===== config.mk =====
export PLATFORM = sky130hd
export DESIGN_NAME = pipelined_unsigned_adder
export DESIGN_NICKNAME = d
export VERILOG_FILES = /design/src/rtl/uadd_pkg.sv /design/src/rtl/uadd_slice.sv /design/src/rtl/pipelined_unsigned_adder.sv
export SDC_FILE = /design/constraint.sdc
export NUM_CORES = 1
export LEC_CHECK = 0
export BUFFER_PORTS_ARGS = -buffer_cell sky130_fd_sc_hd__buf_2
export CORE_MARGIN = 1.5
export CORE_UTILIZATION = 50
export DETAILED_ROUTE_END_ITERATION = 8
export PLACE_DENSITY_LB_ADDON = 0.08
export SKIP_LAST_GASP = 1
export SLEW_MARGIN = 20
export SYNTH_ARGS = -nofsm -noshare
export SYNTH_HDL_FRONTEND = slang
export SYNTH_SLANG_ARGS = --single-unit

===== constraint.sdc =====
create_clock -name clk -period 3 [get_ports clk]
set_input_delay 0.6 -clock clk [delete_from_list [all_inputs] [get_ports clk]]
set_output_delay 0.6 -clock clk [all_outputs]
set_load 0.01 [all_outputs]

===== src/rtl/uadd_pkg.sv =====
// Shared constants and elaboration helpers for the pipelined unsigned adder.
// Pipeline register layout: per stage, {b_hi, a_hi, sum_lo} packed back to back.
package uadd_pkg;

  localparam int unsigned UADD_WIDTH_DEF  = 32;
  localparam int unsigned UADD_STAGES_DEF = 4;

  // Legal when 1 <= stages <= width and the width splits into equal slices.
  function automatic bit uadd_params_ok(input int unsigned width, input int unsigned stages);
    if (width < 1 || stages < 1 || stages > width) begin
      return 1'b0;
    end
    return (width % stages) == 0;
  endfunction

  // Bits held by stage k: completed low sum plus the not-yet-added upper A and B.
  function automatic int unsigned uadd_stage_bits(input int unsigned width,
                                                  input int unsigned stages,
                                                  input int unsigned k);
    if (stages == 0) begin
      return 0;
    end
    return 2 * width - (k + 1) * (width / stages);
  endfunction

  // Bit offset of stage k inside the flat pipeline register.
  function automatic int unsigned uadd_stage_off(input int unsigned width,
                                                 input int unsigned stages,
                                                 input int unsigned k);
    int unsigned off;
    off = 0;
    for (int unsigned j = 0; j < k; j++) begin
      off += uadd_stage_bits(width, stages, j);
    end
    return off;
  endfunction

endpackage


===== src/rtl/uadd_slice.sv =====
// Combinational slice adder: WIDTH-bit operands plus carry-in to sum and carry-out.
module uadd_slice #(
  parameter int unsigned WIDTH = 8
) (
  input  logic [WIDTH-1:0] a_i,
  input  logic [WIDTH-1:0] b_i,
  input  logic             cin_i,
  output logic [WIDTH-1:0] sum_o,
  output logic             cout_o
);

  always_comb begin
    {cout_o, sum_o} = {1'b0, a_i} + {1'b0, b_i} + {{WIDTH{1'b0}}, cin_i};
  end

endmodule


===== src/rtl/pipelined_unsigned_adder.sv =====
// Streaming WIDTH-bit unsigned adder, carry chain cut into STAGES registered slices.
// Define UADD_SATURATE_EN to clamp the sum to all-ones on carry-out.
module pipelined_unsigned_adder
  import uadd_pkg::*;
#(
  parameter int unsigned WIDTH  = UADD_WIDTH_DEF,
  parameter int unsigned STAGES = UADD_STAGES_DEF
) (
  input  logic             clk,
  input  logic             rst_n,
  input  logic             in_valid,
  output logic             in_ready,
  input  logic [WIDTH-1:0] in_a,
  input  logic [WIDTH-1:0] in_b,
  input  logic             in_cin,
  output logic             out_valid,
  input  logic             out_ready,
  output logic [WIDTH-1:0] out_sum,
  output logic             out_cout
);

  localparam int unsigned SLICE     = WIDTH / STAGES;
  localparam int unsigned PIPE_BITS = uadd_stage_off(WIDTH, STAGES, STAGES);
  localparam int unsigned LAST_OFF  = uadd_stage_off(WIDTH, STAGES, STAGES - 1);

  if (!uadd_params_ok(WIDTH, STAGES)) begin : g_param_check
    $fatal(1, "pipelined_unsigned_adder: illegal WIDTH=%0d STAGES=%0d", WIDTH, STAGES);
  end

  logic                 advance;
  logic [STAGES-1:0]    valid_d, valid_q;
  logic [STAGES-1:0]    carry_d, carry_q;
  logic [PIPE_BITS-1:0] pipe_d, pipe_q;

  assign out_valid = valid_q[STAGES-1];
  assign advance   = !out_valid || out_ready;
  assign in_ready  = advance;

  for (genvar k = 0; k < STAGES; k++) begin : g_stage
    localparam int unsigned Off = uadd_stage_off(WIDTH, STAGES, k);
    localparam int unsigned LoW = (k + 1) * SLICE;
    localparam int unsigned HiW = WIDTH - LoW;

    logic [SLICE-1:0] op_a;
    logic [SLICE-1:0] op_b;
    logic             op_cin;
    logic [SLICE-1:0] slice_sum;
    logic             slice_cout;

    if (k == 0) begin : g_head
      assign op_a   = in_a[SLICE-1:0];
      assign op_b   = in_b[SLICE-1:0];
      assign op_cin = in_cin;
      assign pipe_d[Off +: SLICE] = slice_sum;
      if (HiW > 0) begin : g_skew
        assign pipe_d[Off + LoW +: HiW]       = in_a[SLICE +: HiW];
        assign pipe_d[Off + LoW + HiW +: HiW] = in_b[SLICE +: HiW];
      end
    end else begin : g_body
      // Previous stage region: {b_hi (PHiW), a_hi (PHiW), sum_lo (k*SLICE)}.
      localparam int unsigned POff = uadd_stage_off(WIDTH, STAGES, k - 1);
      localparam int unsigned PLoW = k * SLICE;
      localparam int unsigned PHiW = WIDTH - PLoW;

      assign op_a   = pipe_q[POff + PLoW +: SLICE];
      assign op_b   = pipe_q[POff + PLoW + PHiW +: SLICE];
      assign op_cin = carry_q[k-1];
      assign pipe_d[Off +: LoW] = {slice_sum, pipe_q[POff +: PLoW]};
      if (HiW > 0) begin : g_skew
        assign pipe_d[Off + LoW +: HiW]       = pipe_q[POff + PLoW + SLICE +: HiW];
        assign pipe_d[Off + LoW + HiW +: HiW] = pipe_q[POff + PLoW + PHiW + SLICE +: HiW];
      end
    end

    assign carry_d[k] = slice_cout;

    uadd_slice #(
      .WIDTH (SLICE)
    ) u_slice (
      .a_i    (op_a),
      .b_i    (op_b),
      .cin_i  (op_cin),
      .sum_o  (slice_sum),
      .cout_o (slice_cout)
    );
  end

  always_comb begin
    valid_d    = valid_q;
    valid_d[0] = in_valid && in_ready;
    for (int unsigned k = 1; k < STAGES; k++) begin
      valid_d[k] = valid_q[k-1];
    end
  end

  // Whole pipe moves as one; a stalled output freezes every stage.
  always_ff @(posedge clk or negedge rst_n) begin
    if (!rst_n) begin
      valid_q <= '0;
      carry_q <= '0;
      pipe_q  <= '0;
    end else if (advance) begin
      valid_q <= valid_d;
      carry_q <= carry_d;
      pipe_q  <= pipe_d;
    end
  end

  always_comb begin
    out_sum  = '0;
    out_cout = 1'b0;
    if (out_valid) begin
      out_cout = carry_q[STAGES-1];
      out_sum  = pipe_q[LAST_OFF +: WIDTH];
`ifdef UADD_SATURATE_EN
      if (carry_q[STAGES-1]) begin
        out_sum = '1;
      end
`else
`endif
    end
  end

endmodule


==> metrics, run 1 <==
Startpoint Class flip-flop; Post-DRT Antenna Nets 0; Ports between 100 and 150; CTS Root Cell clkbuf_16; share of cells above drive strength 1 around 14%; Cell variety after synth 27; Switching Fraction around 36%; H-tree Lvls 4; Finish-stage setup viols 0; initial core utilization about 52%; Worst Setup End Kind flip-flop; total CTS buffers 17; DR vias/cell approximately 4.8; Final Slew Violations 0; wire per inst around 12 microns; area occupied by multi-input gates about 3400 sq um; part of the cycle the worst path needs approximately four fifths; Max Freq approximately 430 MHz; vias between 5000 and 6000; status finished, final reports clean; Longest Clk Path Bufs 2; WP buf/inv 0; antenna violations before repair 0; Die Ht between 100 and 150 microns; met1 usage in global routing around 28%; n_diodes 0; Slowest-stage cell, CP fa_1; gr busiest metal met2; GPL Wtd Cong a little under 0.8; worst vdd ir 0.791 mV; post-CTS sizing 0; first-pass GRT wire length between 20000 and 30000 microns; Logic pwr share a little over a third; hpwl dp a little under 10000 microns; worst-path cell chain fa_1 -> fa_1 -> a21oi_1 -> o211ai_1 -> a21oi_1 -> xor2_1 -> o21ai_0; sequential share of the synthesized area a little under three fifths; # DRC 0; clock power share 23.0%; Clock Skews around 11 ps; Clk pin slew, worst setup/hold paths 70 ps; WL final around 15000 microns; Hold Path Class input pin to asynchronous set/reset pin; largest net degree at the start of global routing 204; CP Max Fanout 3; vias in the first global route 5971; Die W between 100 and 150 microns; Flop pwr share between 40% and 50%; postcts setup bufs 0; gr ovfl total 0; number of max-cap violations 0; met3 GRT Util between 4 and 5%; count of final hold-check violations 0; Crit path required time 3270 ps; Post-synth EDFFs 0; CTS Hold Bufs 0; First-pass DRT Iterations 5; Core Region between 15000 and 20000 sq um; commonest non-fill, non-tap cell in the layout nand2_1; Post-Synthesis Cells roughly 940; Leak 0.00505 uW; flops & latches, synth 184; Main synth FF type dfrtp_1; syn_nets about 1000; fin crit period around 2300 ps; Layout fillers roughly 1500; worst skew pair latency 420 ps; ys async rst share 100%; Cell Rows 46; Avg Inst Size Synth between 8 and 9 sq um; # clock sinks about 180; Setup CP Type flip-flop to flip-flop; arrival time of the worst setup path 2610 ps; total track usage between 10% and 20%; Nets approximately 1100; RSZ-0062 raised after global routing false; input/output buffers 103; drt initial violations 285; Yosys warnings 0; layout overhead on the synthesized area 15.4%; Die Area around 17000 sq um; met2 Resource Use GR between 30% and 40%; Max stage delay on crit path 510 ps; Internal 6360 uW; slew margin rel. ~46%; Pwr Density ~1000 nW/um^2; commonest non-fill, non-tap cells in the layout nand2_1, dfrtp_1, buf_2; sw power about 3600 uW; FF/Latch Area between 4000 and 5000 sq um; Crit path max-delay family adder cells; CTS tree done; WHS ~160 ps; Final TNS setup 0 ps; worst-margin pin slew about 810 ps; Pwr Total approximately 10000 uW; post-synthesis cell area 8300 sq um
-- path summary, 6_finish.rpt --
| path | start | endpoint | slack, ps | cells after the start |
|---|---|---|---|---|
| max in group asynchronous | rst_n | pipe_q[107] | 2110 | 2 |
| max reg2reg | carry_q[2] | pipe_q[174] | 660 | 7 |
| min | rst_n | pipe_q[150] | 160 | 1 |
| min reg2reg | valid_q[2] | valid_q[3] | 460 | 1 |
| min in group clk | in_a[20] | pipe_q[20] | 370 | 3 |
| max | carry_q[2] | pipe_q[174] | 660 | 7 |
-- power groups by stage --
stage / Combinational, uW / Sequential (uW) / Clock [uW]
4_1_cts: 3620 / 4150 / 2370
2_1_floorplan: 2810 / 4020 / 0
3_5_place_dp: 3600 / 4190 / 0
5_1_grt: 4160 / 4290 / 2480
6_report: 3560 / 4140 / 2290
3_3_place_gp: 3540 / 4160 / 0
-- final cells by class --
| class | instances | share of cell area, % |
|---|---|---|
| Timing Repair Buffer | 112 | 6.83 |
| Inverter | 5 | 0.222 |
| Clock buffer | 17 | 4.44 |
| Sequential cell | 184 | 48.1 |
| Tap cell | 216 | 2.82 |
| Clock inverter | 15 | 1.97 |
| Multi-Input combinational cell | 704 | 35.6 |
-- sequential cells by signal (all words and copies together) (netlist names) --
name,flops
pipe_q,176
carry_q,4
valid_q,4
-- cells by family after synthesis --
| kind of cell | after synthesis | share of synthesized area (%) |
|---|---|---|
| simple gates | 568 | 27.4 |
| compound gates | 84 | 5.85 |
| fa+ha+maj | 36 | 6.15 |
| xor+xnor | 16 | 1.69 |
| buf+inv | 49 | 3.44 |
| flops | 184 | 55.5 |
-- Yosys cell counts (5+ instances only) --
cell,number,area share [%]
fa_1,8,1.9
nand2b_1,5,0.38
ha_1,28,4.2
clkbuf_1,5,0.23
nand2_1,497,22
nor2_1,8,0.36
dfrtp_1,184,55
and2_1,33,2.5
buf_2,24,1.4
a211oi_1,8,0.72
o211ai_1,8,0.72
buf_4,12,1.1
o21ai_0,40,2.4
xor2_1,12,1.3
nor3_1,16,0.97
a21oi_1,16,0.97
-- metrics by stage --
stage	utilization [%]	setup slack [ps]	cells	cell area, sq um
floorplan	-	684	937	8300
global placement	55.8	431	1221	8960
detailed placement	55.8	386	1221	8960
CTS	59.6	654	1253	9570
global route	59.6	445	1253	9570
finish	59.6	656	1253	9570
-- layer usage --
metal	wire [microns]	vias to the layer above
met5	0	-
li1	-	3139
met2	6510	92
met3	446	6
met4	73	0
met1	8080	2741
Note: power is estimated with default switching activity, not from simulation.
==> run 2: changes to the inputs <==
==> constraint.sdc (replaced) <==
create_clock -name clk -period 1.9 [get_ports clk]
set_input_delay 0.38 -clock clk [delete_from_list [all_inputs] [get_ports clk]]
set_output_delay 0.38 -clock clk [all_outputs]
set_load 0.01 [all_outputs]
==> metrics, run 2 (synthesized netlist as in run 1, its figures left out) <==
number of max-cap violations 0; WHS between 100 and 150 ps; fin crit period approximately 2000 ps; vias just over 6000; largest net degree at the start of global routing 72; WL final roughly 16000 microns; failing checks negative setup slack; Hold Path Class input pin to flip-flop; total track usage between 10% and 20%; Crit path required time about 2200 ps; Die W between 100 and 150 microns; commonest non-fill, non-tap cell in the layout nand2_1; Longest Clk Path Bufs 2; worst vdd ir between 0.9 and 1 mV; Final WS setup -78.8 ps; layout overhead on the synthesized area 19.0%; CTS Root Cell clkbuf_16; Setup CP Type flip-flop to flip-flop; status finished with violations; gr ovfl total 0; Pwr Density about 1700 nW/um^2; drt initial violations a little under 300; hpwl dp ~11000 microns; n_diodes 0; Clk pin slew, worst setup/hold paths 70 ps; first-pass GRT wire length ~28000 microns; Core Region 16100 sq um; Cell Rows 46; slew margin rel. 64.1%; Die Area about 17000 sq um; worst-margin pin slew about 540 ps; arrival time of the worst setup path 2280 ps; antenna violations before repair 0; CP Max Fanout 2; RSZ-0062 raised after global routing true; wire per inst around 13 microns; setup slack at placement -240 ps; Worst Setup End Kind flip-flop; First-pass DRT Iterations 4; Crit path max-delay family adder cells; Ports 104; Slowest-stage cell, CP fa_2; DR vias/cell 4.78; WP buf/inv 0; Clock Skews 6.34 ps; count of final hold-check violations 0; post-route cell area roughly 9900 sq um; Max Freq 505 MHz; total CTS buffers 17; Largest Register pipe_q; Finish-stage setup viols 7; GPL Wtd Cong a little over 0.8; worst-path cell chain fa_2 -> fa_2 -> a21oi_2 -> o211ai_1 -> a21oi_2 -> xor2_1 -> o21ai_1; Layout fillers approximately 1500; # clock sinks around 180; Nets between 1000 and 1500; part of the cycle the worst path needs 104%; input/output buffers approximately 100; vias in the first global route between 5000 and 6000; # DRC 0; CTS tree done; Final Slew Violations 0; commonest non-fill, non-tap cells in the layout nand2_1, dfrtp_1, buf_2; initial core utilization 51.7%; Leak just over 0.005 uW; Die Ht 132 microns; Max stage delay on crit path 430 ps; Placed Area ~9000 sq um; Startpoint Class flip-flop; Final Core Density just over 60%; Final TNS setup -272 ps; worst skew pair latency around 420 ps; share of cells above drive strength 1 between 10% and 20%; max reg flops about 180; Post-DRT Antenna Nets 0; biggest regs pipe_q (176), carry_q (4), valid_q (4); H-tree Lvls 4
## run 2: cell types whose count changed in the layout (fill, tap and decap cells not counted), sizes merged
cell	delta
buf	+25
clkbuf	+6
inv	-5
clkinvlp	-4
clkinv	+1
dlygate4sd3	+1
## run 2: final timing paths
| check | start | endpoint | slack [ps] | cells past startpoint |
|---|---|---|---|---|
| worst max-delay path | carry_q[2] | pipe_q[174] | -80 | 7 |
| worst min-delay path | in_b[9] | pipe_q[33] | 150 | 3 |
| worst max register to register | carry_q[2] | pipe_q[174] | -80 | 7 |
| worst min register to register | pipe_q[151] | pipe_q[151] | 460 | 2 |
| max in group asynchronous | rst_n | pipe_q[53] | 800 | 3 |
| min in group asynchronous | rst_n | pipe_q[150] | 510 | 2 |
## run 2: final cells by class
| class | count | area [sq um] | share of cell area (%) |
|---|---|---|---|
| multi-input combinational | 704 | 3510 | 35.5 |
| clock buffer | 23 | 458 | 4.64 |
| clock inverter | 7 | 121 | 1.23 |
| tap | 216 | 270 | 2.74 |
| timing repair buffer | 138 | 888 | 9.00 |
| sequential | 184 | 4600 | 46.6 |
| inverter | 5 | 21.3 | 0.215 |
## run 2: metal layers
layer  vias up  part of all wire, %  routed length [microns]  global-route usage, %
met1      2782                   52                     8340                   29.8
met2       128                   42                     6740                   28.9
met5         -                    0                        0                      0
met3        13                  4.9                      790                   4.54
li1       3180                    -                        -                      -
met4         0                 0.84                      135                   4.81
## run 2: metrics by stage
| stage | total power (uW) | instances |
|---|---|---|
| after floorplan | 10900 | 937 |
| after global placement | 12500 | 1240 |
| after detailed placement | 12700 | 1240 |
| after CTS | 16500 | 1275 |
| after global routing | 17900 | 1277 |
| final | 16500 | 1277 |
## run 2: power breakdown
part           total, uW  leakage [uW]  switching (uW)  internal, uW
sequential          6530       0.00223             918          5620
clock               3520      0.000281            1420          2100
combinational       6440       0.00268            3620          2820
total              16500       0.00519            5950         10500
## run 2: repair_timing
item                       CTS  global route
hold endpoints to repair    55             0
buffers inserted             4             4
hold buffers                 1             0
setup endpoints to repair   11            19
pin swaps                   16            28
gates cloned                 0             0
resized for setup            8            21
## run 2: worst min-delay path, cell delays in order
cell and delay [ps]:
buf_2 70, nand2_1 40, nand2_1 50
